## src/rtl/hamming_secded_dnc.sv

```systemverilog
// SECDED Hamming decoder with a 1- or 2-deep valid/ready pipeline and
// saturating corrected/uncorrectable event counters.
module hamming_secded_dnc #(
    parameter int DATA_W = 32,
    parameter int PAR_W  = 7,
    parameter int LAT    = 2,
    parameter int CNT_W  = 16
) (
    input  logic              i_clk,
    input  logic              i_rst_n,
    input  logic              i_en,
    input  logic [DATA_W-1:0] i_pattern,
    input  logic [PAR_W-1:0]  i_parity,
    input  logic              i_valid,
    output logic              o_ready,
    output logic [DATA_W-1:0] o_pattern,
    output logic [PAR_W-2:0]  o_syndrome,
    output logic [1:0]        o_err_type,
    output logic              o_valid,
    input  logic              i_ready,
    input  logic              i_cnt_clr,
    output logic [CNT_W-1:0]  o_cnt_ce,
    output logic [CNT_W-1:0]  o_cnt_ue,
    output logic              o_ue_sticky
);

    localparam int SW = PAR_W - 1;
    localparam int N  = DATA_W + PAR_W - 1;
    localparam logic [SW-1:0] N_S = SW'(N);

    localparam logic [1:0] ERR_NONE = 2'b00;
    localparam logic [1:0] ERR_CORR = 2'b01;
    localparam logic [1:0] ERR_UNC  = 2'b10;
    localparam logic [1:0] ERR_CHK  = 2'b11;

    logic              rdy_q;
    logic              out_adv;
    logic              out_vld_nxt;
    logic              hs_out;
    logic [DATA_W-1:0] src_pat;
    logic [PAR_W-1:0]  src_par;

    // o_ready stays low for one cycle after reset release
    always_ff @(posedge i_clk or negedge i_rst_n) begin
        if (!i_rst_n) rdy_q <= 1'b0;
        else          rdy_q <= 1'b1;
    end

    assign out_adv = i_en && (!o_valid || i_ready);
    assign hs_out  = i_en && o_valid && i_ready;

    generate
        if (LAT == 1) begin : g_lat1
            assign o_ready     = out_adv && rdy_q;
            assign out_vld_nxt = o_ready && i_valid;
            assign src_pat     = i_pattern;
            assign src_par     = i_parity;
        end else begin : g_lat2
            logic              s1_valid;
            logic [DATA_W-1:0] s1_pat;
            logic [PAR_W-1:0]  s1_par;

            assign o_ready     = i_en && rdy_q && (!s1_valid || out_adv);
            assign out_vld_nxt = s1_valid;
            assign src_pat     = s1_pat;
            assign src_par     = s1_par;

            always_ff @(posedge i_clk or negedge i_rst_n) begin
                if (!i_rst_n) begin
                    s1_valid <= 1'b0;
                    s1_pat   <= '0;
                    s1_par   <= '0;
                end else if (o_ready) begin
                    s1_valid <= i_valid;
                    if (i_valid) begin
                        s1_pat <= i_pattern;
                        s1_par <= i_parity;
                    end
                end else if (out_adv) begin
                    s1_valid <= 1'b0;
                end
            end
        end
    endgenerate

    logic [SW-1:0]     dec_syn;
    logic              dec_p;
    logic [1:0]        dec_err;
    logic [DATA_W-1:0] dec_pat;
    logic [DATA_W-1:0] sh_pat;
    logic [PAR_W-1:0]  sh_par;
    logic [DATA_W-1:0] dmask;

    // Walk codeword positions, consuming check bits at powers of two and data bits elsewhere
    always_comb begin
        dec_syn = '0;
        dec_p   = (^src_pat) ^ (^src_par);
        dec_err = ERR_NONE;
        dec_pat = src_pat;
        sh_pat  = src_pat;
        sh_par  = src_par;
        dmask   = '0;
        for (int pos = 1; pos <= N; pos++) begin
            if ((pos & (pos - 1)) == 0) begin
                if (sh_par[0]) dec_syn = dec_syn ^ SW'(pos);
                sh_par = sh_par >> 1;
            end else begin
                if (sh_pat[0]) dec_syn = dec_syn ^ SW'(pos);
                sh_pat = sh_pat >> 1;
            end
        end

        if (dec_syn == '0)                              dec_err = dec_p ? ERR_CHK : ERR_NONE;
        else if (!dec_p)                                dec_err = ERR_UNC;
        else if ((dec_syn & (dec_syn - 1'b1)) == '0)    dec_err = ERR_CHK;
        else if (dec_syn > N_S)                         dec_err = ERR_UNC;
        else                                            dec_err = ERR_CORR;

        dmask = DATA_W'(1);
        for (int pos = 1; pos <= N; pos++) begin
            if ((pos & (pos - 1)) != 0) begin
                if (dec_err == ERR_CORR && SW'(pos) == dec_syn) dec_pat = dec_pat ^ dmask;
                dmask = dmask << 1;
            end
        end
    end

    always_ff @(posedge i_clk or negedge i_rst_n) begin
        if (!i_rst_n) begin
            o_valid    <= 1'b0;
            o_pattern  <= '0;
            o_syndrome <= '0;
            o_err_type <= ERR_NONE;
        end else if (out_adv) begin
            o_valid <= out_vld_nxt;
            if (out_vld_nxt) begin
                o_pattern  <= dec_pat;
                o_syndrome <= dec_syn;
                o_err_type <= dec_err;
            end
        end
    end

    logic [CNT_W-1:0] ce_nxt;
    logic [CNT_W-1:0] ue_nxt;
    logic             sticky_nxt;

    // Clear wins first, then a same-cycle event is still counted
    always_comb begin
        ce_nxt     = i_cnt_clr ? '0 : o_cnt_ce;
        ue_nxt     = i_cnt_clr ? '0 : o_cnt_ue;
        sticky_nxt = i_cnt_clr ? 1'b0 : o_ue_sticky;
        if (hs_out) begin
            if ((o_err_type == ERR_CORR || o_err_type == ERR_CHK) && ce_nxt != '1)
                ce_nxt = ce_nxt + CNT_W'(1);
            if (o_err_type == ERR_UNC) begin
                if (ue_nxt != '1) ue_nxt = ue_nxt + CNT_W'(1);
                sticky_nxt = 1'b1;
            end
        end
    end

    always_ff @(posedge i_clk or negedge i_rst_n) begin
        if (!i_rst_n) begin
            o_cnt_ce    <= '0;
            o_cnt_ue    <= '0;
            o_ue_sticky <= 1'b0;
        end else begin
            o_cnt_ce    <= ce_nxt;
            o_cnt_ue    <= ue_nxt;
            o_ue_sticky <= sticky_nxt;
        end
    end

endmodule

```

## config.mk

```make
export PLATFORM = sky130hd
export DESIGN_NAME = hamming_secded_dnc
export DESIGN_NICKNAME = d
export VERILOG_FILES = /design/src/rtl/hamming_secded_dnc.sv
export SDC_FILE = /design/constraint.sdc
export NUM_CORES = 1
export LEC_CHECK = 0
export CORE_MARGIN = 8
export CORE_UTILIZATION = 50
export CTS_BUF_LIST = sky130_fd_sc_hd__clkbuf_4
export DETAILED_ROUTE_END_ITERATION = 7
export PLACE_DENSITY = 0.78
export SLEW_MARGIN = 20
export SYNTH_ARGS = -nofsm -noshare
export SYNTH_HDL_FRONTEND = slang
export SYNTH_SLANG_ARGS = --single-unit
export TNS_END_PERCENT = 1
```

## constraint.sdc

```tcl
create_clock -name i_clk -period 3.9 [get_ports i_clk]
set_input_delay 0.39 -clock i_clk [delete_from_list [all_inputs] [get_ports i_clk]]
set_output_delay 0.39 -clock i_clk [all_outputs]
set_load 0.05 [all_outputs]
```

==> impl_metrics.py, run 1 <==
metrics = {
    "critical_path": {
        "required_ns": 4.32,
        "r2r_end": "o_pattern[9]",
        "r2r_cells": 8,
        "worstPathArrival_ns": 3.73,
        "slowest_stage": "nor2b_1",
        "r2r_slack_ns": 0.59,
        "r2r-start": "g_lat2.s1_pat[15]",
        "cp_num_buf_inv": 0,
        "cpPeakStageDelay_ns": 0.64,
        "crit_path_end_kind": "flip-flop",
        "cp-start-kind": "flip-flop",
        "crit_fanout": 9,
        "critPathTopFamily": "XOR/XNOR gates",
        "crit_chain": "xor3_2, xnor3_1, xnor2_1, xnor2_1, nor2b_1, nand3_1, xor2_1, o21ai_0",
        "path_class": "flip-flop to flip-flop",
        "cpMostUsedCell": "xnor2_1",
    },
    "final_layout": {
        "area_growth_pct": 26.44,
        "drive_above_1_share_pct": 14.31,
        "seq_area_mm2": 0.002878,
        "post-route-util_pct": 64.75,
        "fillers": 964,
        "n_antenna_cell": 0,
        "multi_input_area_mm2": 0.003122,
        "layout.cells.most_common": "clkdlybuf4s50_1",
        "layout.nets": 727,
        "final_cell_mix": "clkdlybuf4s50_1 (118), dfrtp_1 (115), xor2_1 (58)",
    },
    "clocking": {
        "cts_tree": "done",
        "ctsResizeCount": 0,
        "cts_max_path_buffers": 2,
        "clkTransAtPathRegs_ns": 0.10,
        "cts_max_level": 4,
        "clkSinkCount": 115,
        "cts_root_buf": "clkbuf_4",
        "worst_skew_pair.late_latency_ns": 0.51,
        "numCtsBuffers": 17,
    },
    "placed_design": {
        "pre_cts_ws_ns": 0.4640,
        "hpwl_mm": 11.53,
        "io_buffers": 119,
        "gp_congestion": 0.9053,
    },
    "sta": {
        "setup_tns_ns": 0,
        "holdWs_ns": 0.4892,
        "slew_headroom_pct": 41.85,
        "fin_ws_ns": 0.5881,
        "min_period_ns": 3.312,
        "drv_slew": 0,
        "clock_skew_ns": 0.01426,
        "setup_violations": 0,
        "fmax_mhz": 301.9,
        "worstMarginPinSlew_ns": 0.8723,
        "rsz0062_at_grt": "no",
        "fin_crit_sh_pct": 84.92,
        "finalHoldViolCount": 0,
    },
    "logic_synthesis": {
        "yosysWarnings": 0,
        "syn-num-nets": 602,
        "synth_edf_count": 0,
        "netlist-cell-type-count": 48,
        "synth-main-ff-cell": "dfrtp_1",
        "syn_inst": 555,
        "ys_seq_elements": 115,
        "yosys.area.top_type": "dfrtp_1",
        "synth_top_area_share_pct": 46.79,
        "synth_area_leaders": "dfrtp_1 (47%), xor2_1 (8.3%), xnor2_1 (7.5%), mux2_2 (7.5%), nand2_1 (3.5%)",
        "synth_async_sr_flop_share_pct": 100.0,
        "avgSynthCellArea_um2": 11.08,
        "yosysSeqAreaShare_pct": 46.79,
        "netlist_area_mm2": 0.006151,
    },
    "hold_path": {
        "min_path_cells": 2,
        "min-delay-path-class": "primary input to flip-flop",
        "min_from": "i_parity[5]",
        "whs_endpoint": "g_lat2.s1_par[5]",
    },
    "detailed_routing": {
        "drt-pass1-iter-count": 5,
        "first_iter_violations": 534,
        "vias_per_cell": 5.522,
        "routedWlPerCell_um": 18.00,
        "drc": 0,
        "drtAntennaViolNets": 0,
        "wl_mm": 15.10,
        "num_vias": 4633,
    },
    "die": {
        "initial_core_util_pct": 51.21,
        "io_pins": 120,
        "coreArea_mm2": 0.01201,
        "placementRows": 40,
        "die_area_mm2": 0.01611,
        "die_width_um": 126.9,
        "fp.dieH_um": 126.9,
    },
    "grt": {
        "overflow": 0,
        "grt_start_max_net_pins": 68,
        "grt_pass1_wl_mm": 24.72,
        "grt_pass1_vias": 4813,
        "grt_util_all_layers_pct": 19.37,
        "antenna_found_initial": 0,
    },
    "job": {
        "cap_violations": 0,
    },
    "outcome": {
        "status": "finished, final reports clean",
    },
}
stage by stage:
stage / std cells / area, um2
after global routing: 839 / 7777
after global placement: 807 / 7466
after detailed placement: 807 / 7466
after CTS: 839 / 7777
after floorplan: 555 / 6151
final: 839 / 7777
worst register-to-register path, stage by stage (launching register included):
cell and delay [ns]:
dfrtp_1 0.46, xor3_2 0.43, xnor3_1 0.40, xnor2_1 0.16, xnor2_1 0.62, nor2b_1 0.64, nand3_1 0.19, xor2_1 0.18
o21ai_0 0.15
cells in the mapped netlist, drive strengths merged (6+ instances only):
master and instances:
dfrtp 115, xor2 58, nand2 57, xnor2 54
o21ai 46, mux2 41, nand3 32, nand4 24
clkbuf 18, nor2 18, nor2b 12, a21oi 9
or3 9, xnor3 8, nand2b 6
flip-flops by register name, summed over array words and instances (netlist names):
signal,count
o_cnt_ue,16
rdy_q,1
o_valid,1
o_pattern,32
o_cnt_ce,16
o_syndrome,6
g_lat2.s1_par,7
o_ue_sticky,1
g_lat2.s1_pat,32
g_lat2.s1_valid,1
o_err_type,2
layer usage:
metal / track usage, % / wire (um) / vias up
li1: - / - / 2162
met1: 22.95 / 6380 / 2255
met2: 32.23 / 7438 / 193
met3: 6.116 / 1030 / 23
met4: 7.348 / 255 / 0
met5: 0 / 0 / -
logic make-up (layout without fill, tap and decap cells):
family                   count (synthesis)  in the layout  share of synthesized area (%)
AND/OR/NAND/NOR                        177            177                          14.69
XOR/XNOR                               125            125                          21.28
flip-flops                             115            115                          46.79
AO/OA/AOI/OAI                           65             65                          6.815
multiplexers                            41             41                          7.506
buffers and inverters                   29            166                          2.461
adder cells (fa/ha/maj)                  2              2                         0.4068
other                                    1              1                        0.06097
area by class of cell:
type / count / share of cell area (%)
Inverter: 5 / 0.2413
Multi-Input combinational cell: 411 / 40.14
Clock inverter: 13 / 2.140
Timing Repair Buffer: 130 / 16.38
Tap cell: 147 / 2.365
Sequential cell: 115 / 37.00
Clock buffer: 18 / 1.737
how the worst max path moves through the flow:
stage | end | depth (start not counted) | start | slack [ns]
6_report | o_pattern[9] | 8 | g_lat2.s1_pat[15] | 0.59
5_1_grt | o_pattern[31] | 8 | g_lat2.s1_pat[1] | 0.37
4_1_cts | o_pattern[9] | 8 | g_lat2.s1_pat[15] | 0.65
3_5_place_dp | o_cnt_ue[11] | 11 | i_cnt_clr | 0.46
3_3_place_gp | o_cnt_ue[11] | 11 | i_cnt_clr | 0.66
2_1_floorplan | o_pattern[6] | 8 | g_lat2.s1_pat[15] | 1.06
timing repair:
item | in CTS | in global routing
endpoints found under the hold margin | 65 | 0
hold buffers | 1 | 0
buffers inserted | 0 | 0
Power of run 1 is not shown: default switching activity piles up to over one toggle a cycle in this logic, so the estimate is an artifact.
==> inputs of run 2 (changes only) <==
clock period = 3.3 ns   (was 3.9 ns; I/O delays follow)
==> run 2 against run 1 <==
  * Critical endpoint is now o_pattern[6]
  * First-iteration DRC count is 27% lower
  * Die area did not move
  * Via count is 0.58% higher
  * Largest cell class unchanged
==> impl_metrics.py, run 2 (synthesis results as in run 1) <==
metrics = {
    "die": {
        "placementRows": 40,
        "fp.dieH_um": 126.9,
        "coreArea_mm2": 0.01201,
        "initial_core_util_pct": 51.21,
        "die_width_um": 126.9,
        "die_area_mm2": 0.01611,
        "io_pins": 120,
    },
    "critical_path": {
        "required_ns": 3.70,
        "crit_fanout": 7,
        "slowest_stage": "xnor3_2",
        "crit_chain": "xor3_2, xor3_2, xor3_1, xnor3_2, a41oi_4, nand4_1, xor2_1, o21ai_1",
        "cp-start-kind": "flip-flop",
        "cpMostUsedCell": "xor3_2",
        "crit_path_end_kind": "flip-flop",
        "worstPathArrival_ns": 3.57,
        "path_class": "flip-flop to flip-flop",
        "cpPeakStageDelay_ns": 0.52,
    },
    "outcome": {
        "status": "finished, final reports clean",
    },
    "clocking": {
        "cts_max_level": 4,
        "cts_tree": "done",
        "cts_max_path_buffers": 2,
        "worst_skew_pair.late_latency_ns": 0.53,
        "numCtsBuffers": 17,
        "clkTransAtPathRegs_ns": 0.10,
        "clkSinkCount": 115,
        "post_cts_buffers": 0,
        "cts_root_buf": "clkbuf_4",
    },
    "final_layout": {
        "final_cell_mix": "clkdlybuf4s50_1 (118), dfrtp_1 (115), xor2_1 (58)",
        "n_antenna_cell": 0,
        "layout.nets": 736,
        "layout.cells.most_common": "clkdlybuf4s50_1",
        "reg_top3": "g_lat2.s1_pat: 32 flops, o_pattern: 32 flops",
        "area_growth_pct": 27.38,
        "drive_above_1_share_pct": 15.53,
    },
    "sta": {
        "fin_crit_sh_pct": 96.28,
        "setup_tns_ns": 0,
        "drv_slew": 0,
        "clock_skew_ns": 0.01293,
        "fin_ws_ns": 0.1229,
        "min_period_ns": 3.177,
        "setup_violations": 0,
        "fmax_mhz": 314.8,
        "finalHoldViolCount": 0,
        "worstMarginPinSlew_ns": 0.7544,
        "slew_headroom_pct": 49.70,
        "rsz0062_at_grt": "no",
    },
    "detailed_routing": {
        "num_vias": 4660,
        "wl_mm": 14.97,
        "vias_per_cell": 5.489,
        "drt-pass1-iter-count": 6,
        "routedWlPerCell_um": 17.63,
        "drc": 0,
        "first_iter_violations": 392,
        "drtAntennaViolNets": 0,
    },
    "grt": {
        "grt_pass1_vias": 4855,
        "grt_util_all_layers_pct": 19.09,
        "antenna_found_initial": 0,
        "grt_start_max_net_pins": 61,
        "overflow": 0,
        "grt_pass1_wl_mm": 24.27,
    },
    "job": {
        "cap_violations": 0,
    },
    "placed_design": {
        "io_buffers": 119,
        "gp_congestion": 0.9536,
        "hpwl_mm": 11.51,
        "pre_cts_ws_ns": 0.2121,
    },
    "hold_path": {
        "min-delay-path-class": "primary input to asynchronous set/reset pin",
    },
}
[run 2: cell count changes in the layout (fill, tap and decap cells not counted), sizes merged]
cell / change
clkinv: +3
clkinvlp: -1
buf: +9
bufinv: -1
[run 2: final timing paths]
check | start | to | slack, ns | cells after the start
setup / recovery | g_lat2.s1_pat[15] | o_pattern[6] | 0.12 | 8
hold / removal | i_rst_n | o_cnt_ce[7] | 0.39 | 2
setup reg to reg | g_lat2.s1_pat[15] | o_pattern[6] | 0.12 | 8
hold reg to reg | o_syndrome[5] | o_syndrome[5] | 0.49 | 2
max in group asynchronous | i_rst_n | o_pattern[6] | 2.12 | 3
min in group i_clk | i_parity[2] | g_lat2.s1_par[2] | 0.40 | 2
[run 2: repair_timing]
action | in CTS | in global routing
hold endpoints to repair | 55 | 0
gates resized for setup | 0 | 0
hold buffers | 1 | 0
[run 2: layout make-up]
cell class / count / area, um2
inverter: 5 / 18.77
multi-input combinational: 411 / 3122
sequential: 115 / 2878
tap: 147 / 183.9
clock buffer: 18 / 135.1
clock inverter: 14 / 143.9
timing repair buffer: 139 / 1354
fill: 953 / 4177
[run 2: metal layers]
metal  global-route usage (%)  part of all wire (%)  wire length [um]
met2                    31.51                    48              7161
met4                    8.677                   2.9               440
met1                    22.30                    42              6301
met5                        0                     0                 0
met3                    6.033                   7.1              1063
[run 2: critical path: cells and delay by family, from the launching register on]
kind	cells	cell delay [ns]
xor gates and xnor gates	5	2.00
AOI/OAI and AO/OA	2	0.43
and+or+nand+nor	1	0.16
DFF	1	0.45
[run 2: per-stage QoR]
stage	utilization, %	hold slack, ns	cells	area (um2)
final	65.23	0.3898	849	7835
after global routing	65.23	0.3495	849	7835
after CTS	65.23	0.3541	849	7835
after detailed placement	62.82	0.4363	816	7546
after global placement	62.82	0.4241	816	7546
after floorplan	-	0.03441	555	6151
Power of run 2 is left out for the same reason.
==> inputs of run 3 (changes only) <==
CORE_UTILIZATION = 49   (was 50)
PLACE_DENSITY = 0.76   (was 0.78)
==> run 3 against run 2 <==
  * Die area up 1.8%
  * Clock-buffer cell count decreased by 1
  * First-iteration DRC count fell by 30%
  * Routed wire length fell by 0.98%
  * Clock skew increased by 0.00076 ns
  * Hold slack gained 0.012 ns
  * Critical path depth stayed put
  * Cell area increased by 0.19%
  * Non-clock buffer count decreased by 1
  * Critical endpoint is now o_pattern[18]
==> impl_metrics.py, run 3 (synthesis results as in run 1) <==
metrics = {
    "sta": {
        "rsz0062_at_grt": "no",
        "fmax_mhz": 319.9,
        "worstMarginPinSlew_ns": 0.8928,
        "min_period_ns": 3.126,
        "clock_skew_ns": 0.01369,
        "fin_crit_sh_pct": 94.72,
        "slew_headroom_pct": 40.48,
        "setup_tns_ns": 0,
        "setup_violations": 0,
        "drv_slew": 0,
        "fin_ws_ns": 0.1743,
        "finalHoldViolCount": 0,
    },
    "die": {
        "initial_core_util_pct": 49.55,
        "coreArea_mm2": 0.01241,
        "io_pins": 120,
        "die_width_um": 128.0,
        "die_area_mm2": 0.01639,
        "fp.dieH_um": 128.0,
        "placementRows": 41,
    },
    "final_layout": {
        "n_antenna_cell": 0,
        "drive_above_1_share_pct": 15.55,
        "reg_top3": "g_lat2.s1_pat: 32 flops, o_pattern: 32 flops",
        "instances_no_fill": 873,
        "layout.cells.most_common": "clkdlybuf4s50_1",
        "design_area_mm2": 0.007850,
        "layout.nets": 735,
        "final_cell_mix": "clkdlybuf4s50_1 (118), dfrtp_1 (115), xor2_1 (58)",
        "area_growth_pct": 27.62,
    },
    "placed_design": {
        "io_buffers": 119,
        "hpwl_mm": 11.61,
        "pre_cts_ws_ns": 0.1636,
        "place_area_mm2": 0.007570,
        "gp_congestion": 0.8579,
        "dpl.cell_count": 840,
    },
    "critical_path": {
        "r2r-start": "g_lat2.s1_pat[15]",
        "path_class": "flip-flop to flip-flop",
        "cp_num_buf_inv": 0,
        "crit_path_end_kind": "flip-flop",
        "critPathTopFamily": "XOR/XNOR gates",
        "r2r_end": "o_pattern[18]",
        "r2r_cells": 8,
        "cp-start-kind": "flip-flop",
        "r2r_slack_ns": 0.17,
        "cpMostUsedCell": "xor3_2",
        "worstPathArrival_ns": 3.59,
        "crit_chain": "xor3_2, xor3_2, xor3_1, xnor3_2, a41oi_4, nand4_1, xor2_1, o21ai_1",
        "crit_fanout": 7,
        "slowest_stage": "xnor3_2",
        "startpoint": "g_lat2.s1_pat[15]",
        "required_ns": 3.76,
        "cpPeakStageDelay_ns": 0.54,
    },
    "clocking": {
        "cts_max_level": 4,
        "post_cts_buffers": 0,
        "numCtsBuffers": 17,
        "clkSinkCount": 115,
        "worst_skew_pair.late_latency_ns": 0.53,
        "clkTransAtPathRegs_ns": 0.11,
        "cts_max_path_buffers": 2,
        "ctsResizeCount": 0,
        "ctsHoldBuffers": 1,
        "cts_tree": "done",
        "cts_root_buf": "clkbuf_4",
    },
    "grt": {
        "grt_pass1_wl_mm": 24.58,
        "met2_usage_pct": 31.43,
        "grt_start_max_net_pins": 69,
        "antenna_found_initial": 0,
        "globalRoute.busiestLayer": "met2",
        "grt_util_all_layers_pct": 19.28,
        "overflow": 0,
        "use_met3_pct": 5.449,
        "grt_pass1_vias": 4815,
        "met1_usage_pct": 23.58,
    },
    "detailed_routing": {
        "vias_per_cell": 5.223,
        "first_iter_violations": 274,
        "drc": 0,
        "routedWlPerCell_um": 16.98,
        "wl_mm": 14.82,
        "drt-pass1-iter-count": 6,
        "drtAntennaViolNets": 0,
        "num_vias": 4560,
    },
    "job": {
        "cap_violations": 0,
    },
    "hold_path": {
        "min-delay-path-class": "primary input to flip-flop",
        "min_from": "i_parity[0]",
        "whs_endpoint": "g_lat2.s1_par[0]",
        "min_path_cells": 2,
    },
    "outcome": {
        "status": "finished, final reports clean",
    },
}
run 3: cell types whose count changed in the layout (fill, tap and decap cells not counted), sizes merged:
cell / change
bufinv: -1
clkinvlp: +4
clkinv: -2
clkbuf: -1
buf: -1
run 3: how the worst max path moves through the flow:
| stage | endpoint | depth (start not counted) |
|---|---|---|
| global placement | o_pattern[31] | 8 |
| finish | o_pattern[18] | 8 |
| detailed placement | o_pattern[31] | 8 |
| floorplan | o_pattern[6] | 8 |
| global route | o_err_type[1] | 8 |
| CTS | o_pattern[31] | 8 |
run 3: worst reg2reg max path, delay by kind of cell (launching register included):
kind            cells  cell delay, ns
compound gates      2            0.50
xor+xnor            5            1.95
flops               1            0.45
simple gates        1            0.16
run 3: area by class of cell:
type	instances	area, um2
tap	172	215.2
multi-input combinational	411	3122
fill	1024	4564
inverter	5	18.77
clock buffer	17	127.6
clock inverter	15	142.6
timing repair buffer	138	1346
sequential	115	2878
run 3: metrics by stage:
| step | utilization, % | hold WS [ns] |
|---|---|---|
| global placement | 60.98 | 0.4662 |
| floorplan | - | 0.03441 |
| detailed placement | 60.98 | 0.4703 |
| global route | 63.23 | 0.3412 |
| CTS | 63.23 | 0.3481 |
| finish | 63.23 | 0.4019 |
run 3: layer usage:
layer	share of wire (%)	vias to the layer above
met5	0	-
met4	2.3	0
met3	6.7	23
met2	48	147
met1	43	2214
li1	-	2176
Power of run 3 is left out for the same reason.
